File: src/rtl/cmd_arb_rr_if.sv
`default_nettype none
// +----------------------------------------------------------------------+
// | cmd_arb_rr_if                                                        |
// | Command-bus bundle for the round-robin arbiter: the packed upstream  |
// | master ports plus the single downstream slave port.                  |
// | Rev 1.0 - initial release                                            |
// +----------------------------------------------------------------------+
interface cmd_arb_rr_if #(
  parameter int NUM_MASTERS = 4,
  parameter int ADDR_BITS   = 26,
  parameter int DATA_BITS   = 32
);
  // Upstream side: one lane per requesting master
  logic [NUM_MASTERS-1:0]           m_sel;
  logic [NUM_MASTERS-1:0]           m_rd_wr_n;
  logic [NUM_MASTERS*ADDR_BITS-1:0] m_byte_addr;
  logic [NUM_MASTERS*DATA_BITS-1:0] m_wdata;
  logic [NUM_MASTERS-1:0]           m_ack;
  logic [NUM_MASTERS-1:0]           m_err;
  logic [DATA_BITS-1:0]             m_rdata;

  // Downstream side: the shared slave
  logic                             s_sel;
  logic                             s_rd_wr_n;
  logic [ADDR_BITS-1:0]             s_byte_addr;
  logic [DATA_BITS-1:0]             s_wdata;
  logic                             s_ack;
  logic [DATA_BITS-1:0]             s_rdata;

  // The arbiter's view: it serves the masters and drives the slave
  modport slave (
    input  m_sel, m_rd_wr_n, m_byte_addr, m_wdata,
    output m_ack, m_err, m_rdata,
    output s_sel, s_rd_wr_n, s_byte_addr, s_wdata,
    input  s_ack, s_rdata
  );

  // The environment's view: requesting masters plus the responding slave
  modport master (
    output m_sel, m_rd_wr_n, m_byte_addr, m_wdata,
    input  m_ack, m_err, m_rdata,
    input  s_sel, s_rd_wr_n, s_byte_addr, s_wdata,
    output s_ack, s_rdata
  );
endinterface
`default_nettype wire

File: src/rtl/cmd_arb_rr.sv
`default_nettype none
// +----------------------------------------------------------------------+
// | cmd_arb_rr                                                           |
// | Round-robin arbiter merging NUM_MASTERS command-bus masters onto one |
// | slave, with a per-transaction timeout that completes with an error. |
// | Rev 1.0 - initial release                                            |
// +----------------------------------------------------------------------+
module cmd_arb_rr #(
  parameter int          NUM_MASTERS    = 4,
  parameter int          ADDR_BITS      = 26,
  parameter int          DATA_BITS      = 32,
  parameter int          TIMEOUT_CYCLES = 1024,
  parameter logic [31:0] ERR_RDATA      = 32'hDEAD_BEEF,
  localparam int         IDX_W          = $clog2(NUM_MASTERS)
) (
  input  logic             clk,
  input  logic             rst_n,
  cmd_arb_rr_if.slave      cmd,
  output logic [IDX_W-1:0] grant_idx,
  output logic             timeout_evt
);

  // Counter only has to reach TIMEOUT_CYCLES-1
  localparam int                   CNT_W       = (TIMEOUT_CYCLES < 2) ? 1 : $clog2(TIMEOUT_CYCLES);
  localparam logic [CNT_W-1:0]     C_CNT_LAST  = CNT_W'(TIMEOUT_CYCLES - 1);
  localparam logic [IDX_W:0]       C_NUM       = (IDX_W + 1)'(NUM_MASTERS);
  localparam logic [IDX_W-1:0]     C_LAST_IDX  = IDX_W'(NUM_MASTERS - 1);
  localparam logic [DATA_BITS-1:0] C_ERR_RDATA = DATA_BITS'(ERR_RDATA);

  typedef enum logic [1:0] {
    S_IDLE     = 2'd0,
    S_WAIT_ACK = 2'd1,
    S_DONE     = 2'd2
  } state_t;

  state_t           r_state;
  logic [IDX_W-1:0] r_ptr;
  logic [CNT_W-1:0] r_cnt;

  logic             w_found;
  logic [IDX_W-1:0] w_pick;
  logic [IDX_W:0]   w_scan;
  logic [IDX_W-1:0] w_ptr_next;
  logic             w_timeout;

  // Find the first requester at or after the round-robin pointer, wrapping
  always_comb begin
    w_found = 1'b0;
    w_pick  = r_ptr;
    w_scan  = '0;
    for (int k = 0; k < NUM_MASTERS; k++) begin
      w_scan = {1'b0, r_ptr} + (IDX_W + 1)'(k);
      if (w_scan >= C_NUM) begin
        w_scan = w_scan - C_NUM;
      end
      if (!w_found && cmd.m_sel[w_scan[IDX_W-1:0]]) begin
        w_found = 1'b1;
        w_pick  = w_scan[IDX_W-1:0];
      end
    end
  end

  // Next pointer: the master just served moves to the back of the line
  assign w_ptr_next = (grant_idx == C_LAST_IDX) ? '0 : grant_idx + 1'b1;

  // A timeout of zero means wait forever
  assign w_timeout = (TIMEOUT_CYCLES != 0) && (r_cnt == C_CNT_LAST);

  // Arbitration FSM; every output is registered here
  always_ff @(posedge clk or negedge rst_n) begin
    if (!rst_n) begin
      r_state         <= S_IDLE;
      r_ptr           <= '0;
      r_cnt           <= '0;
      grant_idx       <= '0;
      timeout_evt     <= 1'b0;
      cmd.m_ack       <= '0;
      cmd.m_err       <= '0;
      cmd.m_rdata     <= '0;
      cmd.s_sel       <= 1'b0;
      cmd.s_rd_wr_n   <= 1'b0;
      cmd.s_byte_addr <= '0;
      cmd.s_wdata     <= '0;
    end else begin
      // Completion strobes are single-cycle pulses
      cmd.m_ack   <= '0;
      cmd.m_err   <= '0;
      timeout_evt <= 1'b0;

      case (r_state)
        S_IDLE: begin
          if (w_found) begin
            cmd.s_sel       <= 1'b1;
            cmd.s_rd_wr_n   <= cmd.m_rd_wr_n[w_pick];
            cmd.s_byte_addr <= cmd.m_byte_addr[w_pick*ADDR_BITS +: ADDR_BITS];
            cmd.s_wdata     <= cmd.m_wdata[w_pick*DATA_BITS +: DATA_BITS];
            grant_idx       <= w_pick;
            r_cnt           <= '0;
            r_state         <= S_WAIT_ACK;
          end
        end

        S_WAIT_ACK: begin
          // A real ack wins over a timeout landing in the same cycle
          if (cmd.s_ack) begin
            cmd.m_ack[grant_idx] <= 1'b1;
            cmd.m_rdata          <= cmd.s_rdata;
            cmd.s_sel            <= 1'b0;
            r_ptr                <= w_ptr_next;
            r_state              <= S_DONE;
          end else if (w_timeout) begin
            cmd.m_ack[grant_idx] <= 1'b1;
            cmd.m_err[grant_idx] <= 1'b1;
            cmd.m_rdata          <= C_ERR_RDATA;
            timeout_evt          <= 1'b1;
            cmd.s_sel            <= 1'b0;
            r_ptr                <= w_ptr_next;
            r_state              <= S_DONE;
          end else if (TIMEOUT_CYCLES != 0) begin
            r_cnt <= r_cnt + 1'b1;
          end
        end

        // One idle cycle so the served master can drop its sel
        S_DONE: begin
          r_state <= S_IDLE;
        end

        default: begin
          r_state <= S_IDLE;
        end
      endcase
    end
  end

endmodule
`default_nettype wire

File: src/flat_wrapper.sv
// flat-port wrapper written by rule: the top's interface ports become plain ports
module cmd_arb_rr_flat 
#(
  parameter int          NUM_MASTERS    = 4,
  parameter int          ADDR_BITS      = 26,
  parameter int          DATA_BITS      = 32,
  parameter int          TIMEOUT_CYCLES = 1024,
  parameter logic [31:0] ERR_RDATA      = 32'hDEAD_BEEF,
  localparam int         IDX_W          = $clog2(NUM_MASTERS)
)
  (clk, rst_n, grant_idx, timeout_evt, cmd_m_sel, cmd_m_rd_wr_n, cmd_m_byte_addr, cmd_m_wdata, cmd_m_ack, cmd_m_err, cmd_m_rdata, cmd_s_sel, cmd_s_rd_wr_n, cmd_s_byte_addr, cmd_s_wdata, cmd_s_ack, cmd_s_rdata);
  cmd_arb_rr_if #(.NUM_MASTERS(NUM_MASTERS), .ADDR_BITS(ADDR_BITS), .DATA_BITS(DATA_BITS)) cmd_i ();
  input  logic clk;
  input  logic rst_n;
  output logic [IDX_W-1:0] grant_idx;
  output logic timeout_evt;
  input wire logic [$bits(cmd_i.m_sel)-1:0] cmd_m_sel;
  input wire logic [$bits(cmd_i.m_rd_wr_n)-1:0] cmd_m_rd_wr_n;
  input wire logic [$bits(cmd_i.m_byte_addr)-1:0] cmd_m_byte_addr;
  input wire logic [$bits(cmd_i.m_wdata)-1:0] cmd_m_wdata;
  output wire logic [$bits(cmd_i.m_ack)-1:0] cmd_m_ack;
  output wire logic [$bits(cmd_i.m_err)-1:0] cmd_m_err;
  output wire logic [$bits(cmd_i.m_rdata)-1:0] cmd_m_rdata;
  output wire logic [$bits(cmd_i.s_sel)-1:0] cmd_s_sel;
  output wire logic [$bits(cmd_i.s_rd_wr_n)-1:0] cmd_s_rd_wr_n;
  output wire logic [$bits(cmd_i.s_byte_addr)-1:0] cmd_s_byte_addr;
  output wire logic [$bits(cmd_i.s_wdata)-1:0] cmd_s_wdata;
  input wire logic [$bits(cmd_i.s_ack)-1:0] cmd_s_ack;
  input wire logic [$bits(cmd_i.s_rdata)-1:0] cmd_s_rdata;
  assign cmd_i.m_sel = cmd_m_sel;
  assign cmd_i.m_rd_wr_n = cmd_m_rd_wr_n;
  assign cmd_i.m_byte_addr = cmd_m_byte_addr;
  assign cmd_i.m_wdata = cmd_m_wdata;
  assign cmd_m_ack = cmd_i.m_ack;
  assign cmd_m_err = cmd_i.m_err;
  assign cmd_m_rdata = cmd_i.m_rdata;
  assign cmd_s_sel = cmd_i.s_sel;
  assign cmd_s_rd_wr_n = cmd_i.s_rd_wr_n;
  assign cmd_s_byte_addr = cmd_i.s_byte_addr;
  assign cmd_s_wdata = cmd_i.s_wdata;
  assign cmd_i.s_ack = cmd_s_ack;
  assign cmd_i.s_rdata = cmd_s_rdata;
  cmd_arb_rr #(.NUM_MASTERS(NUM_MASTERS), .ADDR_BITS(ADDR_BITS), .DATA_BITS(DATA_BITS), .TIMEOUT_CYCLES(TIMEOUT_CYCLES), .ERR_RDATA(ERR_RDATA)) u_core (.clk(clk), .rst_n(rst_n), .cmd(cmd_i), .grant_idx(grant_idx), .timeout_evt(timeout_evt));
endmodule
File: config.mk
export PLATFORM = sky130hd
export DESIGN_NAME = cmd_arb_rr_flat
export DESIGN_NICKNAME = d
export VERILOG_FILES = /design/src/rtl/cmd_arb_rr_if.sv /design/src/rtl/cmd_arb_rr.sv /design/src/flat_wrapper.sv
export SDC_FILE = /design/constraint.sdc
export NUM_CORES = 1
export LEC_CHECK = 0
export CAP_MARGIN = 20
export CORE_AREA = 8 8 139 141
export DETAILED_ROUTE_END_ITERATION = 7
export DIE_AREA = 0 0 147 149
export HOLD_SLACK_MARGIN = 0.15
export PLACE_DENSITY = 0.91
export REMOVE_ABC_BUFFERS = 1
export SYNTH_ARGS = -nofsm -noshare
export SYNTH_HDL_FRONTEND = slang
export SYNTH_SLANG_ARGS = --single-unit
File: constraint.sdc
create_clock -name clk -period 2.85 [get_ports clk]
set_clock_uncertainty 0.05 [all_clocks]
set_input_delay 0.57 -clock clk [delete_from_list [all_inputs] [get_ports clk]]
set_output_delay 0.57 -clock clk [all_outputs]
set_load 0.01 [all_outputs]
==> results of run 1 <==
-- sequential cells by signal, indices dropped and copies added, names as in the netlist --
| register | cells |
|---|---|
| u_core.r_cnt | 10 |
| u_core.r_ptr | 2 |
| u_core.cmd.m_ack | 4 |
| u_core.r_state | 2 |
| u_core.cmd.s_rd_wr_n | 1 |
| u_core.cmd.m_err | 4 |
| u_core.cmd.s_byte_addr | 26 |
| u_core.cmd.s_wdata | 32 |
| u_core.timeout_evt | 1 |
| u_core.cmd.s_sel | 1 |
| u_core.grant_idx | 2 |
| u_core.cmd.m_rdata | 32 |
-- cell usage in the layout, fill, tap and decap left out, types with 8 or more instances in the layout --
master	count
sky130_fd_sc_hd__clkdlybuf4s50_1	376
sky130_fd_sc_hd__clkbuf_16	17
sky130_fd_sc_hd__nand2_1	12
sky130_fd_sc_hd__a22o_1	8
sky130_fd_sc_hd__mux2i_1	59
sky130_fd_sc_hd__buf_12	12
sky130_fd_sc_hd__o22a_1	24
sky130_fd_sc_hd__and2_1	9
sky130_fd_sc_hd__buf_4	12
sky130_fd_sc_hd__nor2_1	72
sky130_fd_sc_hd__dfrtp_1	117
sky130_fd_sc_hd__nor4b_1	59
sky130_fd_sc_hd__a211oi_1	68
sky130_fd_sc_hd__a211oi_2	50
-- cell type report --
class,instances,area [um^2]
fillers,1306,5750
repair buffers,401,4100
multi-input cells,414,3340
flip-flops and latches,117,2930
clock buffers,22,494
well taps,225,282
clock inverters,8,123
inverters,8,30.0
diodes,1,2.50
-- per-layer routing --
metal / share of wire [%] / wire length [um] / GRT usage (%) / vias to the layer above
met3: 8.8 / 2380 / 7.83 / 63
met2: 49 / 13400 / 41.0 / 364
met1: 37 / 10100 / 26.6 / 3280
met5: 0 / 0 / 0 / -
met4: 4.6 / 1250 / 12.8 / 0
li1: - / - / - / 3015
-- logic make-up (layout without fill, tap and decap cells) --
group,Yosys count,after routing,synth area share [%]
compound gates,173,173,23.7
simple gates,170,170,15.1
flops,117,117,44.2
buf+inv,71,439,6.05
mux,60,60,9.09
xor+xnor,6,6,0.794
fa+ha+maj,5,5,0.945
other cells,0,1,0
-- report_power, final --
part           switching [mW]  internal, mW
logic                    2.77          2.80
clock network           0.762          1.48
registers               0.456          2.39
total                    3.99          6.67
-- through the flow --
step | cell area (um^2) | util (%)
2_1_floorplan | 6250 | -
3_3_place_gp | 10700 | 62.6
3_5_place_dp | 10700 | 62.6
4_1_cts | 11300 | 66.3
5_1_grt | 11300 | 66.3
6_report | 11300 | 66.3
-- how the worst max path moves through the flow --
stage / from / slack [ps] / to
2_1_floorplan: cmd_m_sel[1] / -4420 / u_core.cmd.s_wdata[22]
3_3_place_gp: cmd_m_sel[2] / 90 / u_core.cmd.s_wdata[22]
3_5_place_dp: cmd_m_sel[3] / -20 / u_core.cmd.s_wdata[24]
4_1_cts: cmd_m_sel[3] / 370 / u_core.cmd.s_wdata[24]
5_1_grt: cmd_m_sel[3] / 230 / u_core.cmd.s_wdata[24]
6_report: cmd_m_sel[2] / 380 / u_core.cmd.s_wdata[22]
-- critical path: stages --
cell and delay, ps:
sky130_fd_sc_hd__clkdlybuf4s50_1 470, sky130_fd_sc_hd__nor2b_1 190, sky130_fd_sc_hd__o21a_2 240, sky130_fd_sc_hd__or3_4 490, sky130_fd_sc_hd__buf_12 230, sky130_fd_sc_hd__a211oi_1 360, sky130_fd_sc_hd__a211oi_1 100
-- what timing repair did --
| item | CTS | global route |
|---|---|---|
| endpoints found under the hold margin | 34 | 0 |
| hold buffers | 1 | 0 |
| resized for setup | 0 | 0 |
| setup buffers | 0 | 0 |
==> impl_summary.md, run 1 <==
Global route
The wire length of the first global-routing pass is 41.4 mm. The number of global-route vias before repair came to 7208. The largest net degree at the start of global routing is 60.

Global routing consumed, over all layers together, 24.1% of the routing resources. The initial antenna violation count is 1. For this run the aggregate overflow at the end of global routing stands at 0.

Power
IR analysis of the VDD net gives a maximum drop of 0.510 mV. The overall power is 10.7 mW. The power density over the cells is 943 mW/mm^2.

The analysis attributes to cell leakage a power of 4.40 nW.

Synthesis
The most used standard cell by instance count after synthesis is sky130_fd_sc_hd__dfrtp_1. The area share of the largest cell type after synthesis is 44.2%. The average cell area after synthesis is 11.0 um^2. The share of the yosys chip area belonging to registers is 44.2%. The synthesized netlist occupies a cell area of 0.00662 mm^2. After synthesis, the most frequently instantiated cells are 117 x sky130_fd_sc_hd__dfrtp_1, 72 x sky130_fd_sc_hd__nor2_1, 69 x sky130_fd_sc_hd__a211oi_1. In this run, synthesis inferred 0 flip-flops with an integrated enable. The number of instances in the synthesized netlist is 602. The async set-reset flop share out of synthesis is 100%.

The number of register bits inferred by synthesis is 117. For this run, the number of Yosys warnings is 0. By area the synthesized netlist is led by sky130_fd_sc_hd__dfrtp_1 44%, sky130_fd_sc_hd__a211oi_2 9.5%, sky130_fd_sc_hd__mux2i_1 8.9%. The dominant cell type by area after synthesis is sky130_fd_sc_hd__dfrtp_1. Synthesis instantiated 41 different standard cells from the library.

For this run, the leading register cell type out of synthesis is sky130_fd_sc_hd__dfrtp_1.

Floorplan
The area of the core is 0.0171 mm^2. For this configuration, the core starts out at a cell density of 38.8%. The floorplan step set the die height to 149 um. The floorplan step set the die width to 147 um.

In this run the core area contains 48 standard-cell rows. In this run the count of I/O pins placed on the die edge is 378. The floorplan step defined a die boundary enclosing 0.0219 mm^2.

Detailed routing
The first detailed-routing pass ran for 4 iterations. The detail route stage leaves a number of antenna-violating nets equal to 0. Dividing the detail-routed via count by the number of cells gives 5.62. In the routed design, unresolved DRC markers number 0. For this block, the initial DRC count from the detailed router was 410. Wires add up to 27.1 mm. Detailed routing inserted a total of 6722 vias. The detail-routed net length per standard cell is 22.7 um.

Clocking
The clock passes through at most 2 buffers. The CTS tree is yes. After clock tree synthesis, the clock-pin slew on the worst setup and hold paths is 50 ps. The clock sink count is 117. The number of buffers created by CTS is 17.

The clock network latency to the later pin of the worst-skew pair is 410 ps. The CTS root buffer is sky130_fd_sc_hd__clkbuf_16. The H-tree was split into 4 levels.

Timing
The number of hold violations in the final report is 0. The final setup violation count is 0. The clock period minus worst slack is 2470 ps. The worst-case headroom to the max-slew limit is 43.7%. The slew of the pin with the lowest slew margin is 843 ps. Setup repair after global routing left no endpoint under its margin. Static timing analysis puts the maximum clock frequency at 405 MHz.

The final count of pins violating max slew was 0. The total negative slack for setup checks is 0 ps. Dividing the final minimum period by the clock period gives 86.7%. The minimum setup slack in the final design is 378 ps. Hold timing on the final database bottoms out at a slack of 454 ps.

Placed design
The number of placed instances with taps included is 1164. The count of port buffers added during placement is 377. The routability congestion estimate from global placement is 0.826. The placed wire-length estimate after detailed placement is 20.4 mm. The worst slack at placement is -19.6 ps.

Hold path
The path with the worst hold slack has its endpoint at u_core.cmd.m_rdata[17]. The hold-critical path depth is 1. The source of the worst hold timing path is u_core.cmd.m_rdata[17]. The path class of the tightest hold or removal check is reg2reg.

Cells and area
The share of post-route cells with drive strength above 1 is 11.5%. The area growth from synthesis to layout is 70.8%. The count of cells in the finished layout, fillers not included, comes to 1196. In the final design database the tool counted 1239 nets.

Worst setup path
The number of cells on the worst reg-to-reg path is 6. Along the worst path, the maximum fanout reaches 39. At the worst endpoint, the arrival time is 2700 ps. The worst register-to-register path ends at u_core.cmd.s_wdata[22].

For flop-to-flop paths, the worst setup slack is 690 ps. The startpoint identified for the worst register-to-register timing path is u_core.r_ptr[0]. STA classifies the critical path endpoint as a register.

STA classifies the critical path startpoint as an input port. The endpoint required time on the critical path is 3080 ps. The class of the most critical setup path is in2reg.

Flow run
Max-cap violations in this run came to 0.

Status
The run finished with clean final reports.
Power figures use the tool's default switching activity.
==> run 2, diff against run 1 <==
--- a/config.mk
+++ b/config.mk
@@ -7,6 +7,7 @@
 export LEC_CHECK = 0
 export CAP_MARGIN = 20
 export CORE_AREA = 8 8 139 141
+export CTS_CLUSTER_DIAMETER = 40
 export DETAILED_ROUTE_END_ITERATION = 7
 export DIE_AREA = 0 0 147 149
 export HOLD_SLACK_MARGIN = 0.15
==> results of run 2 <==
Same layout as run 1: the final DEF is identical, and so are final timing and power.
==> run 3, diff against run 2 <==
--- a/config.mk
+++ b/config.mk
@@ -5,6 +5,7 @@
 export SDC_FILE = /design/constraint.sdc
 export NUM_CORES = 1
 export LEC_CHECK = 0
+export ABC_AREA = 0
 export CAP_MARGIN = 20
 export CORE_AREA = 8 8 139 141
 export CTS_CLUSTER_DIAMETER = 40
==> results of run 3 <==
Same layout as run 1: the final DEF is identical, and so are final timing and power.
